### src/rtl/delay_timer.sv
// delay_timer: periodic tick-based delay timer emitting a one-clock pulse per period
module delay_timer #(
   parameter int TICK_DIV = 1,
   parameter int CNT_W    = 9,
   parameter int PRE_W    = 16
) (
   input  logic             clk,
   input  logic             rst,
   input  logic [CNT_W-1:0] delay,
   output logic             out_delay
);
   typedef enum logic {IDLE, COUNT} state_t;
   state_t state, state_n;
   logic [PRE_W-1:0] pre, pre_n;
   logic [CNT_W-1:0] cnt, cnt_n, period, period_n;
   logic out_n, tick, expire;
   always_ff @(posedge clk) begin
      if (!rst) begin
         state     <= IDLE;
         pre       <= '0;
         cnt       <= '0;
         period    <= '0;
         out_delay <= 1'b0;
      end else begin
         state     <= state_n;
         pre       <= pre_n;
         cnt       <= cnt_n;
         period    <= period_n;
         out_delay <= out_n;
      end
   end
   // period is only sampled on entry and at expiry, so mid-count delay changes wait for the reload
   always_comb begin
      tick     = state == COUNT && pre == PRE_W'(TICK_DIV - 1);
      expire   = tick && cnt == period - CNT_W'(1);
      state_n  = state;
      pre_n    = pre;
      cnt_n    = cnt;
      period_n = period;
      out_n    = 1'b0;
      if (state == IDLE) begin
         if (delay != '0) begin
            period_n = delay;
            cnt_n    = '0;
            pre_n    = '0;
            state_n  = COUNT;
         end
      end else begin
         pre_n = tick ? '0 : pre + PRE_W'(1);
         if (expire) begin
            cnt_n    = '0;
            out_n    = 1'b1;
            period_n = delay;
            state_n  = delay == '0 ? IDLE : COUNT;
         end else if (tick) begin
            cnt_n = cnt + CNT_W'(1);
         end
      end
   end
endmodule

### config.mk
export PLATFORM = sky130hd
export DESIGN_NAME = delay_timer
export DESIGN_NICKNAME = d
export VERILOG_FILES = /design/src/rtl/delay_timer.sv
export SDC_FILE = /design/constraint.sdc
export NUM_CORES = 1
export LEC_CHECK = 0
export CORE_ASPECT_RATIO = 0.7
export CORE_MARGIN = 2
export CORE_UTILIZATION = 38
export CTS_BUF_LIST = sky130_fd_sc_hd__clkbuf_4 sky130_fd_sc_hd__clkbuf_8
export CTS_CLUSTER_DIAMETER = 60
export DETAILED_ROUTE_END_ITERATION = 8
export SETUP_SLACK_MARGIN = 0.2
export SLEW_MARGIN = 20
export SYNTH_ARGS = -nofsm -noshare
export SYNTH_HDL_FRONTEND = slang
export SYNTH_SLANG_ARGS = --single-unit
### constraint.sdc
create_clock -name clk -period 3.5 [get_ports clk]
set_input_delay 0.875 -clock clk [delete_from_list [all_inputs] [get_ports clk]]
set_output_delay 0.875 -clock clk [all_outputs]
set_load 0.01 [all_outputs]
==> summary.txt, run 1 <==
Setup path
  – R2R Path Start: period[0]$_SDFFE_PN0P_
  – Maximum fanout along the worst path: 12
  – Category of the worst setup path launch point: flip-flop
  – Worst Reg-to-Reg Cells: 8
  – Register-to-Register Setup Slack: 0.80 ns
  – Path type of the worst setup path: reg -> reg
  – Arrival @ worst endpoint: 2.86 ns
  – Data required time at the worst endpoint: 3.66 ns
  – Worst reg2reg endpoint: period[8]$_SDFFE_PN0P_
  – CP endpoint kind: flip-flop

Synthesis
  – Cell type with the highest aggregate area in the netlist: sky130_fd_sc_hd__dfxtp_1
  – Post-synth EDFFs: 0
  – Main synth FF type: sky130_fd_sc_hd__dfxtp_1
  – Post-synth net total: 293
  – Async set or reset register ratio after synthesis: 0
  – Number of warnings reported in the yosys synthesis log: 0
  – Synth top area cells: sky130_fd_sc_hd__dfxtp_1 33%, sky130_fd_sc_hd__nand2_1 6.4%, sky130_fd_sc_hd__nor2_1 5.7%, sky130_fd_sc_hd__mux2i_1 4.6%, sky130_fd_sc_hd__a21oi_1 3.9%
  – Mean area per synthesized cell: 7.80 µm²
  – Gate count after technology mapping: 278
  – Number of distinct standard cells referenced by the synthesized netlist: 46
  – Number of synthesized register bits: 36
  – Proportion of netlist area held by the largest area contributor: 0.332
  – Post-synthesis instance area: 0.00217 mm²
  – Sequential fraction of the synthesis area: 0.332

Cells and area
  – Diode insertion count for antenna repair: 0
  – Top library cells by usage in the layout, fill and taps aside: 37 x sky130_fd_sc_hd__nand2_1, 36 x sky130_fd_sc_hd__dfxtp_1, 33 x sky130_fd_sc_hd__nor2_1
  – Nets@finish: 300
  – Most common cell after layout, fill and taps aside: sky130_fd_sc_hd__nand2_1
  – Layout overhead on the synthesized area: 12.8%
  – Layout cell share with drive strength beyond 1: 0.0664
  – Non-filler cells, final: 358

Route
  – Highest metal layer used by the detailed router: met4
  – WL/cell: 14.4 µm
  – Number of vias per cell: roughly 5.8
  – Drt drc: 0
  – First-pass iteration count of the detailed router: 4
  – Met3 wirelength from detailed routing: about 260 µm
  – Total wire length after detailed routing: just over 5000 µm
  – Vias post-DR: 2068
  – Post-detailed-route count of antenna-violating nets: 0
  – Detail Route met2 WL: 1940 µm
  – Drt initial violations: 117
  – Post-route met1 wirelength: 2860 µm

Clock network
  – Deepest level of the CTS H-tree: 2
  – CTS Hold Bufs: 0
  – CTS tree: yes
  – CTS sink count: 36
  – Number of CTS-inserted buffers: 5
  – Postcts setup bufs: 0
  – Clock Path Buffers: 2
  – Clock latency on the worst-skew pair: 0.29 ns
  – Post_cts resized: 0
  – Clock transition time at the flip-flop clock pins of the worst setup and hold paths: 0.07 ns
  – CTS root buf: sky130_fd_sc_hd__clkbuf_8

Place
  – Number of cells after detailed placement: 350
  – Final Wtd Congestion: 0.887
  – Number of port buffers: 11
  – Half-perimeter wire length of the detailed placement result: 3560 µm

STA
  – Pin slew with the least headroom to its limit: 0.890 ns
  – Final TNS setup: 0 ns
  – Final period utilization: 0.771
  – Final worst path period need: 2.70 ns
  – Clock skew: 0.00399 ns
  – Setup-violating endpoint count in the final report: 0
  – Max-slew headroom at the worst pin: 0.404
  – Peak clock frequency supported by timing: 370 MHz
  – Setup repair after global routing missed its margin: false
  – Fin. Hold Viols: 0
  – Worst-case hold slack: 0.498 ns
  – Final slew viol count: 0

Power
  – Net load switching power: 220 µW
  – Static power due to leakage: between 0.0009 and 0.001 µW
  – Share of total power in sequential cells: 0.464
  – Comb pwr share: 0.102
  – Highest ir drop seen on vdd: 167 µV
  – Pwr/cell area: 381 mW/mm²
  – Clock network fraction of design power: 0.434
  – Switching part of the total power: 0.236
  – Cell-internal power: between 700 and 800 µW

Global routing
  – Largest net degree at the start of global routing: 28
  – Overall fraction of global-route tracks in use: 0.181
  – Wire length of the first global-routing pass: 8950 µm
  – Global route overflow: 0
  – Vias in the first global route: 1803
  – Initial antenna violation count: 0

Floorplan
  – Core region area: ~0.0054 mm²
  – Die Span Y: between 60 and 70 µm
  – Die outline area: between 0.006 and 0.007 mm²
  – Num rows: 22
  – Starting density of the core: 0.404
  – Top-Level Pins: 12
  – Die Width: approximately 94 µm

Run status
  – Status: finished, final reports clean

Min path
  – Launch point of the worst hold path: period[8]$_SDFFE_PN0P_
  – Type of the tightest min-delay check: reg -> reg
  – End of the worst hold path: period[8]$_SDFFE_PN0P_
  – Worst Hold Path Cells: 2

Run
  – Max-cap viol count: 0
==> cell families after synthesis <==
logic type	after synthesis	synth area share
muxes	10	0.0462
and+or+nand+nor	131	0.308
xor gates and xnor gates	8	0.0323
buffers and inverters	21	0.0473
AOI/OAI and AO/OA	68	0.211
adders and majority gates	4	0.0231
DFF	36	0.332
==> power by group through the flow <==
stage                     logic [µW]  clock network [µW]  registers (µW)
after global routing             108                 436             434
after global placement          93.9                   0             442
after floorplan                 70.0                   0             436
final                           95.0                 405             432
after CTS                       94.8                 415             432
after detailed placement        94.6                   0             441
==> layout make-up <==
cell class	instances	area, µm²
Clock buffer	7	96.3
Clock inverter	1	30.0
Fill cell	544	2920
Inverter	6	22.5
Multi-Input combinational cell	221	1350
Sequential cell	36	721
Tap cell	72	90.1
Timing Repair Buffer	15	140
==> worst max-delay path, stage by stage, from the launching register on <==
cell and delay [ns]:
sky130_fd_sc_hd__dfxtp_1 0.40, sky130_fd_sc_hd__inv_1 0.06, sky130_fd_sc_hd__ha_1 0.28, sky130_fd_sc_hd__o21ba_1 0.19
sky130_fd_sc_hd__a221oi_1 0.28, sky130_fd_sc_hd__a41oi_1 0.09, sky130_fd_sc_hd__or4_4 0.67, sky130_fd_sc_hd__o21a_1 0.41
sky130_fd_sc_hd__mux2i_1 0.18
==> cells in the mapped netlist (all sizes together) (4+ instances only) <==
cell type,count
nand2b,4
nor4,6
a21oi,17
o221ai,6
and3,6
nand3b,4
ha,4
a221oi,4
a31oi,4
nand3,7
nand4,8
dfxtp,36
inv,6
nand2,38
nor4b,5
o21ai,16
nor3,8
mux2i,10
buf,4
clkbuf,11
xor2,5
nor2,33
==> metal layers <==
layer,track usage,vias up
li1,-,1044
met1,0.271,968
met2,0.256,49
met3,0.0379,7
met4,0.0598,0
met5,0,-
==> worst max path at each step <==
stage / startpoint / cells past startpoint / endpoint / slack, ns
finish: period[0]$_SDFFE_PN0P_ / 8 / period[8]$_SDFFE_PN0P_ / 0.80
global route: period[0]$_SDFFE_PN0P_ / 8 / period[8]$_SDFFE_PN0P_ / 0.62
CTS: period[0]$_SDFFE_PN0P_ / 8 / period[8]$_SDFFE_PN0P_ / 0.79
detailed placement: delay[5] / 6 / period[8]$_SDFFE_PN0P_ / 0.56
global placement: delay[5] / 6 / period[8]$_SDFFE_PN0P_ / 0.63
floorplan: delay[5] / 6 / cnt[3]$_SDFFE_PN0P_ / 1.14
==> state kept, by name, summed over array words and instances, names as in the netlist <==
register,count
cnt,9
out_delay,1
period,9
pre,16
state,1
==> stage by stage <==
step	util	instance area (µm²)	power, µW	setup slack (ns)
after global placement	0.432	2320	535	0.632
after detailed placement	0.432	2320	536	0.561
final	0.455	2440	932	0.800
after CTS	0.455	2440	942	0.785
after floorplan	-	2170	506	1.14
after global routing	0.455	2440	977	0.621
No activity file was read; power rests on OpenSTA's default activity.
==> inputs of run 2 (changes only) <==
clock period = 2.6 ns   (was 3.5 ns; I/O delays follow)
==> summary.txt, run 2 (same netlist as run 1, synthesis figures left out) <==
Setup path
  – CP endpoint kind: flip-flop
  – Largest incremental delay on the critical path: 0.60 ns (-0.07 ns)
  – Slowest library cell on the worst path: sky130_fd_sc_hd__or4_4
  – Register-to-Register Setup Slack: 0.26 ns (-0.54 ns)
  – Dominant delay contributor by cell family on the critical path: compound AO/OA/AOI/OAI gates
  – Path type of the worst setup path: reg -> reg
  – Category of the worst setup path launch point: flip-flop
  – CP Buf/Inv Count: 2 (+1)
  – Maximum fanout along the worst path: 6 (-6)
  – Critical path, cell by cell: inv_1, ha_2, o21ba_1, a221oi_1, a41oi_1, or4_4, buf_4, o2111ai_1, a21oi_1
  – Data required time at the worst endpoint: 2.77 ns (-0.89 ns)
  – Arrival @ worst endpoint: 2.51 ns (-0.35 ns)

STA
  – Final period utilization: 0.900 (+0.128)
  – Final worst path period need: 2.34 ns (-0.361 ns)
  – Setup repair after global routing missed its margin: true
  – Worst-case hold slack: 0.481 ns (-0.0172 ns)
  – Final TNS setup: 0 ns (unchanged)
  – Setup-violating endpoint count in the final report: 0 (unchanged)
  – Max-slew headroom at the worst pin: 0.756 (+0.351)
  – Peak clock frequency supported by timing: 427 MHz (+15%)
  – Pin slew with the least headroom to its limit: 0.357 ns (-0.533 ns)
  – Clock skew: 0.00738 ns (+0.00339 ns)
  – Final slew viol count: 0 (unchanged)
  – Fin. Hold Viols: 0 (unchanged)

Clock network
  – Clock latency on the worst-skew pair: 0.29 ns (about the same)
  – Deepest level of the CTS H-tree: 2 (unchanged)
  – Clock Path Buffers: 2 (unchanged)
  – CTS root buf: sky130_fd_sc_hd__clkbuf_8
  – Number of CTS-inserted buffers: 5 (unchanged)
  – CTS tree: yes
  – Clock transition time at the flip-flop clock pins of the worst setup and hold paths: 0.07 ns (about the same)
  – CTS sink count: 36 (unchanged)

Global routing
  – Initial antenna violation count: 0 (unchanged)
  – Overall fraction of global-route tracks in use: 0.190 (+0.00898)
  – Largest net degree at the start of global routing: 27 (-3.6%)
  – Global route overflow: 0 (unchanged)
  – Wire length of the first global-routing pass: 9330 µm (+4.2%)
  – Vias in the first global route: 1853 (+2.8%)

Run
  – Max-cap viol count: 0 (unchanged)

Floorplan
  – Num rows: 22 (unchanged)
  – Core region area: 0.00537 mm² (unchanged)
  – Starting density of the core: 0.404 (unchanged)
  – Die Width: 94.3 µm (unchanged)
  – Die Span Y: 67.2 µm (unchanged)
  – Die outline area: 0.00634 mm² (unchanged)
  – Top-Level Pins: 12 (unchanged)

Cells and area
  – Most common cell after layout, fill and taps aside: sky130_fd_sc_hd__nand2_1
  – Multi-input gate area in the final layout: 0.00139 mm² (+3.0%)
  – Layout overhead on the synthesized area: 16.4%
  – Non-filler cells, final: 368 (+2.8%)
  – Layout cell share with drive strength beyond 1: 0.132 (+0.0653)
  – Top library cells by usage in the layout, fill and taps aside: 37 x sky130_fd_sc_hd__nand2_1, 34 x sky130_fd_sc_hd__dfxtp_1, 33 x sky130_fd_sc_hd__nor2_1
  – Diode insertion count for antenna repair: 0 (unchanged)
  – Cell area after layout: 0.00252 mm² (+3.3%)
  – Largest registers: pre: 16 flops, cnt: 9 flops, period: 9 flops
  – Flip-flop count of the largest register after layout: 16 (unchanged)
  – Nets@finish: 311 (+3.7%)
  – Number of inserted filler cells in the final layout: 530 (-2.6%)
  – Most flops, register: pre
  – Storage cell area: 723 µm² (+0.35%)

Place
  – Number of port buffers: 11 (unchanged)
  – Final Wtd Congestion: 0.825 (-7.1%)
  – Half-perimeter wire length of the detailed placement result: 3740 µm (+5.0%)
  – Number of cells after detailed placement: 359 (+2.6%)
  – Post-Place Cell Area: 0.00239 mm² (+2.9%)

Power
  – Static power due to leakage: 0.000963 µW (+4.0%)
  – Pwr/cell area: 443 mW/mm² (+16%)
  – Highest ir drop seen on vdd: 205 µV (+23%)

Route
  – Drt initial violations: 137 (+17%)
  – Number of vias per cell: 5.65 (-2.2%)
  – Total wire length after detailed routing: 5300 µm (+3.1%)
  – First-pass iteration count of the detailed router: 5 (+1)
  – Vias post-DR: 2078 (+0.48%)
  – Drt drc: 0 (unchanged)
  – Post-detailed-route count of antenna-violating nets: 0 (unchanged)
  – WL/cell: 14.4 µm (+0.33%)

Run status
  – Status: finished, final reports clean

Min path
  – Type of the tightest min-delay check: reg -> reg
## run 2: changes by cell type in the layout (fill, tap and decap cells not counted), sizes merged
cell,before,now
clkbuf,7,6
buf,4,15
bufinv,1,0
clkinv,0,1
## run 2: final timing paths
kind / endpoint / startpoint / cells after the start
setup / recovery: cnt[2]$_SDFFE_PN0P_ / period[1]$_SDFFE_PN0P_ / 9
hold / removal: period[1]$_SDFFE_PN0P_ / period[1]$_SDFFE_PN0P_ / 2
setup reg to reg: cnt[2]$_SDFFE_PN0P_ / period[1]$_SDFFE_PN0P_ / 9
hold reg to reg: period[1]$_SDFFE_PN0P_ / period[1]$_SDFFE_PN0P_ / 2
## run 2: power by group
| group | internal [µW] | total (µW) | switching [µW] |
|---|---|---|---|
| Combinational | 63.8 | 144 | 80.4 |
| Clock | 193 | 396 | 203 |
| Sequential | 563 | 577 | 14.5 |
| Total | 819 | 1120 | 298 |
## run 2: repair_timing
action | in CTS | in global routing
buffers inserted | 1 | 1
pin swaps | 2 | 2
hold buffers | 0 | 0
setup endpoints to repair | 14 | 18
gates resized for setup | 2 | 13
## run 2: routing by layer
| layer | track usage | part of all wire | up-vias |
|---|---|---|---|
| met1 | 0.298 | 0.55 | 950 |
| met3 | 0.0368 | 0.058 | 7 |
| met5 | 0 | 0 | - |
| met4 | 0.0598 | 0.014 | 0 |
| li1 | - | - | 1063 |
| met2 | 0.256 | 0.38 | 58 |
## run 2: final cells by class
| cell class | instances | share of cell area |
|---|---|---|
| clock buffer | 6 | 0.0302 |
| inverter | 6 | 0.00892 |
| timing repair buffer | 26 | 0.0882 |
| clock inverter | 1 | 0.00198 |
| sequential | 36 | 0.286 |
| tap | 72 | 0.0357 |
| multi-input combinational | 221 | 0.549 |
## run 2: worst min-delay path, stage by stage, from the launching register on
cell and delay, ns:
sky130_fd_sc_hd__dfxtp_2 0.33, sky130_fd_sc_hd__nand2_1 0.05, sky130_fd_sc_hd__mux2i_1 0.06
## run 2: through the flow
step | setup WS [ns] | power, µW | utilization
3_5_place_dp | -0.0366 | 726 | 0.445
2_1_floorplan | 0.293 | 681 | -
4_1_cts | 0.230 | 1120 | 0.462
5_1_grt | 0.179 | 1170 | 0.470
3_3_place_gp | -0.0306 | 725 | 0.445
6_report | 0.261 | 1120 | 0.470
